[config.mk]
export PLATFORM = sky130hd
export DESIGN_NAME = doc_safety_apb_arbiter
export DESIGN_NICKNAME = d
export VERILOG_FILES = /design/src/rtl/doc_safety_apb_arbiter.sv
export SDC_FILE = /design/constraint.sdc
export NUM_CORES = 1
export LEC_CHECK = 0
export CORE_MARGIN = 2
export CORE_UTILIZATION = 48
export CTS_CLUSTER_DIAMETER = 50
export CTS_CLUSTER_SIZE = 10
export DETAILED_ROUTE_END_ITERATION = 8
export PLACE_DENSITY = 0.9
export SLEW_MARGIN = 15
export SYNTH_ARGS = -nofsm -noshare
export SYNTH_HDL_FRONTEND = slang
export SYNTH_SLANG_ARGS = --single-unit
[constraint.sdc]
create_clock -name clk -period 10.4 [get_ports clk]
set_clock_uncertainty 0.2 [all_clocks]
set_input_delay 2.08 -clock clk [delete_from_list [all_inputs] [get_ports clk]]
set_output_delay 2.08 -clock clk [all_outputs]
set_load 0.01 [all_outputs]
[src/rtl/doc_safety_apb_arbiter.sv]
// Two-requester round-robin APB arbiter in front of the shared safety-payload
// memory, with a completer-response watchdog that aborts hung accesses.
module doc_safety_apb_arbiter #(
  parameter int unsigned P_ADDR_WIDTH     = 4,
  parameter int unsigned P_DATA_WIDTH     = 32,
  parameter int unsigned P_PREADY_TIMEOUT = 1024
) (
  input  logic                    clk,
  input  logic                    reset,

  input  logic [P_ADDR_WIDTH-1:0] s0_apb_paddr,
  input  logic                    s0_apb_pwrite,
  input  logic                    s0_apb_psel,
  input  logic                    s0_apb_penable,
  input  logic [P_DATA_WIDTH-1:0] s0_apb_pwdata,
  output logic [P_DATA_WIDTH-1:0] s0_apb_prdata,
  output logic                    s0_apb_pready,
  output logic                    s0_apb_pslverr,

  input  logic [P_ADDR_WIDTH-1:0] s1_apb_paddr,
  input  logic                    s1_apb_pwrite,
  input  logic                    s1_apb_psel,
  input  logic                    s1_apb_penable,
  input  logic [P_DATA_WIDTH-1:0] s1_apb_pwdata,
  output logic [P_DATA_WIDTH-1:0] s1_apb_prdata,
  output logic                    s1_apb_pready,
  output logic                    s1_apb_pslverr,

  output logic [P_ADDR_WIDTH-1:0] m_apb_paddr,
  output logic                    m_apb_pwrite,
  output logic                    m_apb_psel,
  output logic                    m_apb_penable,
  output logic [P_DATA_WIDTH-1:0] m_apb_pwdata,
  input  logic [P_DATA_WIDTH-1:0] m_apb_prdata,
  input  logic                    m_apb_pready,
  input  logic                    m_apb_pslverr,

  output logic [1:0]              grant,
  output logic                    timeout_err,
  output logic [7:0]              timeout_count
);

  localparam int unsigned WDOG_W = $clog2(P_PREADY_TIMEOUT + 1);
  localparam int unsigned CNT_W  = 8;

  typedef enum logic [1:0] {
    S_IDLE   = 2'd0,
    S_SETUP  = 2'd1,
    S_ACCESS = 2'd2,
    S_RESP   = 2'd3
  } state_t;

  state_t                  state, state_nxt;
  logic                    last_grant, last_grant_nxt;
  logic [WDOG_W-1:0]       wdog, wdog_nxt;
  logic [1:0]              grant_nxt;
  logic [P_ADDR_WIDTH-1:0] m_paddr_nxt;
  logic                    m_pwrite_nxt, m_psel_nxt, m_penable_nxt;
  logic [P_DATA_WIDTH-1:0] m_pwdata_nxt;
  logic [P_DATA_WIDTH-1:0] s0_prdata_nxt, s1_prdata_nxt;
  logic                    s0_pready_nxt, s1_pready_nxt;
  logic                    s0_pslverr_nxt, s1_pslverr_nxt;
  logic                    timeout_err_nxt;
  logic [CNT_W-1:0]        timeout_count_nxt;

  logic                    pick_s1_c;
  logic [P_DATA_WIDTH-1:0] resp_data_c;
  logic                    wdog_expired_c;
  logic                    unused_penable_c;

  // penable belongs to the requester handshake; the arbiter only needs psel
  assign unused_penable_c = &{1'b0, s0_apb_penable, s1_apb_penable};

  // s1 wins if it is alone, or if both request and s0 was served last
  assign pick_s1_c      = s1_apb_psel && (!s0_apb_psel || !last_grant);
  assign resp_data_c    = m_apb_pwrite ? '0 : m_apb_prdata;
  assign wdog_expired_c = (wdog == WDOG_W'(P_PREADY_TIMEOUT - 1));

  // Next-state and registered-output logic
  always_comb begin
    state_nxt         = state;
    last_grant_nxt    = last_grant;
    wdog_nxt          = wdog;
    grant_nxt         = grant;
    m_paddr_nxt       = m_apb_paddr;
    m_pwrite_nxt      = m_apb_pwrite;
    m_psel_nxt        = m_apb_psel;
    m_penable_nxt     = m_apb_penable;
    m_pwdata_nxt      = m_apb_pwdata;
    s0_prdata_nxt     = s0_apb_prdata;
    s1_prdata_nxt     = s1_apb_prdata;
    s0_pready_nxt     = s0_apb_pready;
    s1_pready_nxt     = s1_apb_pready;
    s0_pslverr_nxt    = s0_apb_pslverr;
    s1_pslverr_nxt    = s1_apb_pslverr;
    timeout_err_nxt   = timeout_err;
    timeout_count_nxt = timeout_count;

    case (state)
      S_IDLE: begin
        if (s0_apb_psel || s1_apb_psel) begin
          m_paddr_nxt    = pick_s1_c ? s1_apb_paddr  : s0_apb_paddr;
          m_pwrite_nxt   = pick_s1_c ? s1_apb_pwrite : s0_apb_pwrite;
          m_pwdata_nxt   = pick_s1_c ? s1_apb_pwdata : s0_apb_pwdata;
          grant_nxt      = pick_s1_c ? 2'b10 : 2'b01;
          last_grant_nxt = pick_s1_c;
          m_psel_nxt     = 1'b1;
          m_penable_nxt  = 1'b0;
          state_nxt      = S_SETUP;
        end
      end

      S_SETUP: begin
        m_penable_nxt = 1'b1;
        wdog_nxt      = '0;
        state_nxt     = S_ACCESS;
      end

      S_ACCESS: begin
        wdog_nxt = wdog + WDOG_W'(1);
        if (m_apb_pready) begin
          if (grant[1]) begin
            s1_prdata_nxt  = resp_data_c;
            s1_pslverr_nxt = m_apb_pslverr;
            s1_pready_nxt  = 1'b1;
          end else begin
            s0_prdata_nxt  = resp_data_c;
            s0_pslverr_nxt = m_apb_pslverr;
            s0_pready_nxt  = 1'b1;
          end
          m_psel_nxt    = 1'b0;
          m_penable_nxt = 1'b0;
          state_nxt     = S_RESP;
        end else if (wdog_expired_c) begin
          // completer hung: abort and answer the requester with an error
          if (grant[1]) begin
            s1_prdata_nxt  = '0;
            s1_pslverr_nxt = 1'b1;
            s1_pready_nxt  = 1'b1;
          end else begin
            s0_prdata_nxt  = '0;
            s0_pslverr_nxt = 1'b1;
            s0_pready_nxt  = 1'b1;
          end
          m_psel_nxt      = 1'b0;
          m_penable_nxt   = 1'b0;
          timeout_err_nxt = 1'b1;
          if (timeout_count != {CNT_W{1'b1}}) begin
            timeout_count_nxt = timeout_count + CNT_W'(1);
          end
          state_nxt = S_RESP;
        end
      end

      S_RESP: begin
        s0_pready_nxt   = 1'b0;
        s1_pready_nxt   = 1'b0;
        s0_pslverr_nxt  = 1'b0;
        s1_pslverr_nxt  = 1'b0;
        timeout_err_nxt = 1'b0;
        grant_nxt       = 2'b00;
        state_nxt       = S_IDLE;
      end

      default: begin
        m_paddr_nxt   = '0;
        m_pwrite_nxt  = 1'b0;
        m_psel_nxt    = 1'b0;
        m_penable_nxt = 1'b0;
        m_pwdata_nxt  = '0;
        s0_pready_nxt = 1'b0;
        s1_pready_nxt = 1'b0;
        grant_nxt     = 2'b00;
        state_nxt     = S_IDLE;
      end
    endcase
  end

  // State and output registers
  always_ff @(posedge clk or posedge reset) begin
    if (reset) begin
      state          <= S_IDLE;
      last_grant     <= 1'b1;
      wdog           <= '0;
      grant          <= 2'b00;
      m_apb_paddr    <= '0;
      m_apb_pwrite   <= 1'b0;
      m_apb_psel     <= 1'b0;
      m_apb_penable  <= 1'b0;
      m_apb_pwdata   <= '0;
      s0_apb_prdata  <= '0;
      s1_apb_prdata  <= '0;
      s0_apb_pready  <= 1'b0;
      s1_apb_pready  <= 1'b0;
      s0_apb_pslverr <= 1'b0;
      s1_apb_pslverr <= 1'b0;
      timeout_err    <= 1'b0;
      timeout_count  <= '0;
    end else begin
      state          <= state_nxt;
      last_grant     <= last_grant_nxt;
      wdog           <= wdog_nxt;
      grant          <= grant_nxt;
      m_apb_paddr    <= m_paddr_nxt;
      m_apb_pwrite   <= m_pwrite_nxt;
      m_apb_psel     <= m_psel_nxt;
      m_apb_penable  <= m_penable_nxt;
      m_apb_pwdata   <= m_pwdata_nxt;
      s0_apb_prdata  <= s0_prdata_nxt;
      s1_apb_prdata  <= s1_prdata_nxt;
      s0_apb_pready  <= s0_pready_nxt;
      s1_apb_pready  <= s1_pready_nxt;
      s0_apb_pslverr <= s0_pslverr_nxt;
      s1_apb_pslverr <= s1_pslverr_nxt;
      timeout_err    <= timeout_err_nxt;
      timeout_count  <= timeout_count_nxt;
    end
  end

endmodule

Yosys cells after proc, flatten, opt, wreduce, memory -nomap -nowiden
Index checks and enable logic that the tools add are counted.

operators by class
  add/sub/neg operators = 2
  equal/unequal tests = 11
  multiplexer cells = 47
  bitwise operators = 2
  reduce and logical (&&, ||, !) cells = 24

operators with widths
  operator               count
  $mux 32                10
  $pmux 11 s2            1
  $mux 1                 21
  $reduce_and 3->1       7
  $pmux 1 s2             6
  $add 11x1->11 const B  1
  $eq 11x10->1 const B   1
  $mux 2                 5
  $ne 2x2->1 const B     5
  $reduce_bool 2->1      5
  $add 8x1->8 const B    1
  $ne 8x8->1 const B     1
  $pmux 2 s4             1
  $reduce_and 2->1       4
  $eq 2x2->1 const B     2
  $mux 4                 1
  $pmux 2 s2             1
  $reduce_and 4->1       1
  $ne 3x3->1 const B     1
  $pmux 1 s3             1
  $reduce_bool 3->1      1
  $eq 2x1->1 const B     1
  $logic_not 1->1        2
  $logic_not 2->1        1
  3 further kinds        5

word-level totals
  bits in registers = 132
  output and inout bits = 118
  logic and storage cells = 103

Longest topological paths before layout
  depth in word-level cells = 6
  mapped depth = 7
  mapped depth without buffers = 6

Worst setup path before layout
Ideal clock, no wire load.

  path type = input -> register
  start = input port s1_apb_psel
  end = register m_apb_pwdata[13]
  setup time = 133 ps
  arrival = 2965 ps
  data required time = 10067 ps
  slack = 7102 ps
  stages on the path = 5
  path buffers = 2
  cell sequence = a21boi_1 -> buf_2 -> buf_4 -> mux2i_1 -> o21ai_0

between the ends
  cells in the longest elaborated chain, start to end = 2

ends and longest elaborated chain
  item                                                   RTL line  RTL
  from (decl)                                            22        input logic s1_apb_psel,
  $logic_and 1x1->1 or $logic_or 1x1->1 (tied branches)  75, 101
  $mux 32 or $reduce_and 2->1 (tied branches)            -
  to (signal assigned)                                   208       m_apb_pwdata <= m_pwdata_nxt;
  to (decl)                                              33        output logic [P_DATA_WIDTH-1:0] m_apb_pwdata,

Several ways; a longest one is shown, not always the timed one.
A chain may end at the register's enable or synchronous reset.

Final worst setup path
  start = input port m_apb_pready
  end = register timeout_count[7]

between the ends
  cells in the longest elaborated chain, start to end = 2

ends and longest elaborated chain
  item                        RTL line  RTL
  from (decl)                 35        input logic m_apb_pready,
  $not 1->1 (no line)         -
  $reduce_and 4->1 (no line)  -
  to (signal assigned)        216       timeout_count <= timeout_count_nxt;
  to (decl)                   40        output logic [7:0] timeout_count

No other way between the ends.

==> flow_summary.ini <==
[outcome]
status = finished, final reports clean

[grt]
grt_start_max_net_pins = 76
first_global_vias = 4683
met2_usage = 0.408
use_met3 = 0.0675
grt.total_usage = 0.233
antenna_found_initial = 0
gr-total-overflow = 0
gr-max-usage-layer = met2
use_met1 = 0.267
grt_pass1_wl_um = 23900

[cts]
cts_resized = 0
insertion_delay_ns = 0.42
clkTransAtPathRegs_ns = 0.05
numCtsBuffers = 17
cts_setup_buffers = 0
hold_buffers = 0
cts_sinks = 132
cts_tree = yes
cts_max_level = 4
cts_buffer_depth = 2
cts-root-buf = clkbuf_16

[yosys]
ys_top_cells_by_count = dfrtp_1 (131), nand2_1 (48), o21ai_0 (47)
synth_top_area_share = 0.540
synthDistinctLibCells = 47
synth_xor_area_frac = 0.0188
synth_edf_count = 0
syn_inst = 491
synth_fp_nets = 612
synthArstFlopShare = 1.00
yosysWarnings = 0
synth_top_family_by_area = multiplexers
synth-compound-area-share = 0.0697
synthFlopType = dfrtp_1
yosys.area_share.simple = 0.116
avgSynthCellArea_sq_um = 12.4
synth.area.mux_share = 0.207
synth_area_sq_um = 6070
yosysTopAreaCell = dfrtp_1
ys_ff_latch = 132
synth_area_leaders = dfrtp_1 (54%), mux2_4 (7.9%), mux2_2 (6.3%), mux2i_1 (6.3%), o21ai_0 (3.9%)
synthAdderAreaFrac = 0.0144
seq_area_frac_synth = 0.544
synthMostInstantiatedCell = dfrtp_1

[floorplan]
ioPinCount = 232
die_width_um = 116
initial_core_util = 0.487
core_sq_um = 12500
die_h_um = 116
rows = 41
die_area_sq_um = 13600

[setup_path]
crit_slowest_cell = nor2b_1
crit_fanout = 9
critPathMaxStageDelay_ns = 0.60
path_cells = clkdlybuf4s50_1 -> nor2b_1 -> o2111ai_1 -> or3_1 -> xnor2_1
crit_required_ns = 10.49
worstSetupStartpoint = m_apb_pready
crit_arrival_ns = 4.02
cp-start-kind = input port
regToRegStartpoint = state[0]
critical_path_class = input port to register
endpoint_kind = register

[timing]
finalHoldViolCount = 0
slew_headroom = 0.428
period_share = 0.377
fin_crit_ns = 3.92
setup-tns-final_ns = 0
slew_viol_final = 0
fmax_mhz = 255
tightest_slew_ns = 0.859
finalSetupViolations = 0
rsz0062_at_grt = false

[final_layout]
nets = 838
synthToLayoutAreaGrowth_pct = 49.2
drive_gt1_frac = 0.155
final_area_sq_um = 9060
num_antenna_cells = 0
final_cells = 902
fill_cells = 820

[place]
io_buffers = 229
dp_hpwl_um = 11100
globalplace.congestion = 0.774
placed_area_sq_um = 8480
place_inst = 870

[drt]
postRouteWirelength_um = 15700
vias = 4668
drc = 0
vias_per_cell = 5.18
detail_route.wl_per_cell_um = 17.5
dr.pass1.iters = 4
first_iter_violations = 306
antenna_left = 0

[power_and_ir_drop]
power_density_nw_per_um2 = 269
p_leak_nw = 4.03
vdd_drop_max_uv = 127

[run]
maxCapViolCount = 0

[worst_hold_path]
hp-start = m_apb_pwdata[24]
min-delay-path-class = register to register
[logic make-up after synthesis]
kind of cell,Yosys count
mux,105
simple gates,131
flops,132
compound gates,69
fa+ha+maj,7
xor+xnor,13
buf+inv,34
[final cells by class]
cell class,instances,area [sq um],share of cell area
Sequential cell,132,3300,0.365
Multi-Input combinational cell,325,2610,0.288
Timing Repair Buffer,233,2320,0.256
Clock buffer,22,474,0.0523
Tap cell,172,215,0.0238
Clock inverter,10,105,0.0116
Inverter,8,32.5,0.00359
[worst max-delay path, delay by kind of cell]
kind | cells | cell delay [ns]
AND/OR/NAND/NOR | 2 | 0.99
buffers and inverters | 1 | 0.54
AO/OA/AOI/OAI | 1 | 0.27
XOR/XNOR | 1 | 0.14
[per-layer routing]
metal  up-vias  wire length (um)
li1       2172                 -
met1      2257              6050
met2       207              8050
met3        32              1290
met4         0               353
met5         -                 0
[placed cells by master (no fill, tap or decap), types with 2 or more instances in the layout]
cell type and instances:
bufinv_16 2, clkbuf_8 3, mux2_2 34, clkbuf_1 2, o21ai_0 47, nor2_1 9, and2_1 35, a21bo_2 2
mux2_4 32, nor3_1 3, clkbuf_16 17, a21oi_1 4, nand4_1 6, nand2_1 48, mux2i_1 38, xor2_1 7
clkinvlp_4 2, nand3_1 12, nor2_8 2, inv_1 7, and3_1 3, nand2b_1 2, or3_1 2, clkdlybuf4s50_1 229
xnor2_1 6, a211o_1 2, ha_1 7, o221ai_1 2, clkinv_2 6, dfrtp_1 131, buf_4 4, nor2b_1 4
[stage by stage]
step | total power, W | setup slack [ns] | hold WS [ns] | util
after CTS | 0.00245 | 6.55 | 0.281 | 0.727
after global placement | 0.00181 | 6.14 | 0.261 | 0.680
final | 0.00243 | 6.48 | 0.273 | 0.727
after floorplan | 0.00132 | 4.60 | 0.303 | -
after detailed placement | 0.00185 | 6.13 | 0.270 | 0.680
after global routing | 0.00257 | 6.34 | 0.302 | 0.727
[power by group]
group	switching, W	internal (W)	total, W
sequential	0.000119	0.000714	0.000833
combinational	0.000440	0.000577	0.00102
clock	0.000214	0.000369	0.000583
[state kept, by name, indices dropped and copies added, names as in the netlist]
| register | count |
|---|---|
| m_apb_pwdata | 32 |
| s0_apb_prdata | 32 |
| s1_apb_prdata | 32 |
| wdog | 11 |
| timeout_count | 8 |
| m_apb_paddr | 4 |
| grant | 2 |
| state | 2 |
| last_grant | 1 |
| m_apb_penable | 1 |
| m_apb_psel | 1 |
| m_apb_pwrite | 1 |
| s0_apb_pready | 1 |
| s0_apb_pslverr | 1 |
| s1_apb_pready | 1 |
| s1_apb_pslverr | 1 |
| timeout_err | 1 |
[final timing paths]
| kind | slack (ns) | cells past startpoint | to |
|---|---|---|---|
| min in group asynchronous | 1.97 | 2 | s0_apb_prdata[17] |
| max | 6.48 | 5 | timeout_count[7] |
| min | 0.27 | 2 | m_apb_pwdata[24] |
| max in group asynchronous | 6.65 | 3 | m_apb_paddr[3] |
| min reg2reg | 0.27 | 2 | m_apb_pwdata[24] |
| max reg2reg | 7.61 | 6 | timeout_count[7] |
Note: power is estimated with default switching activity, not from simulation.
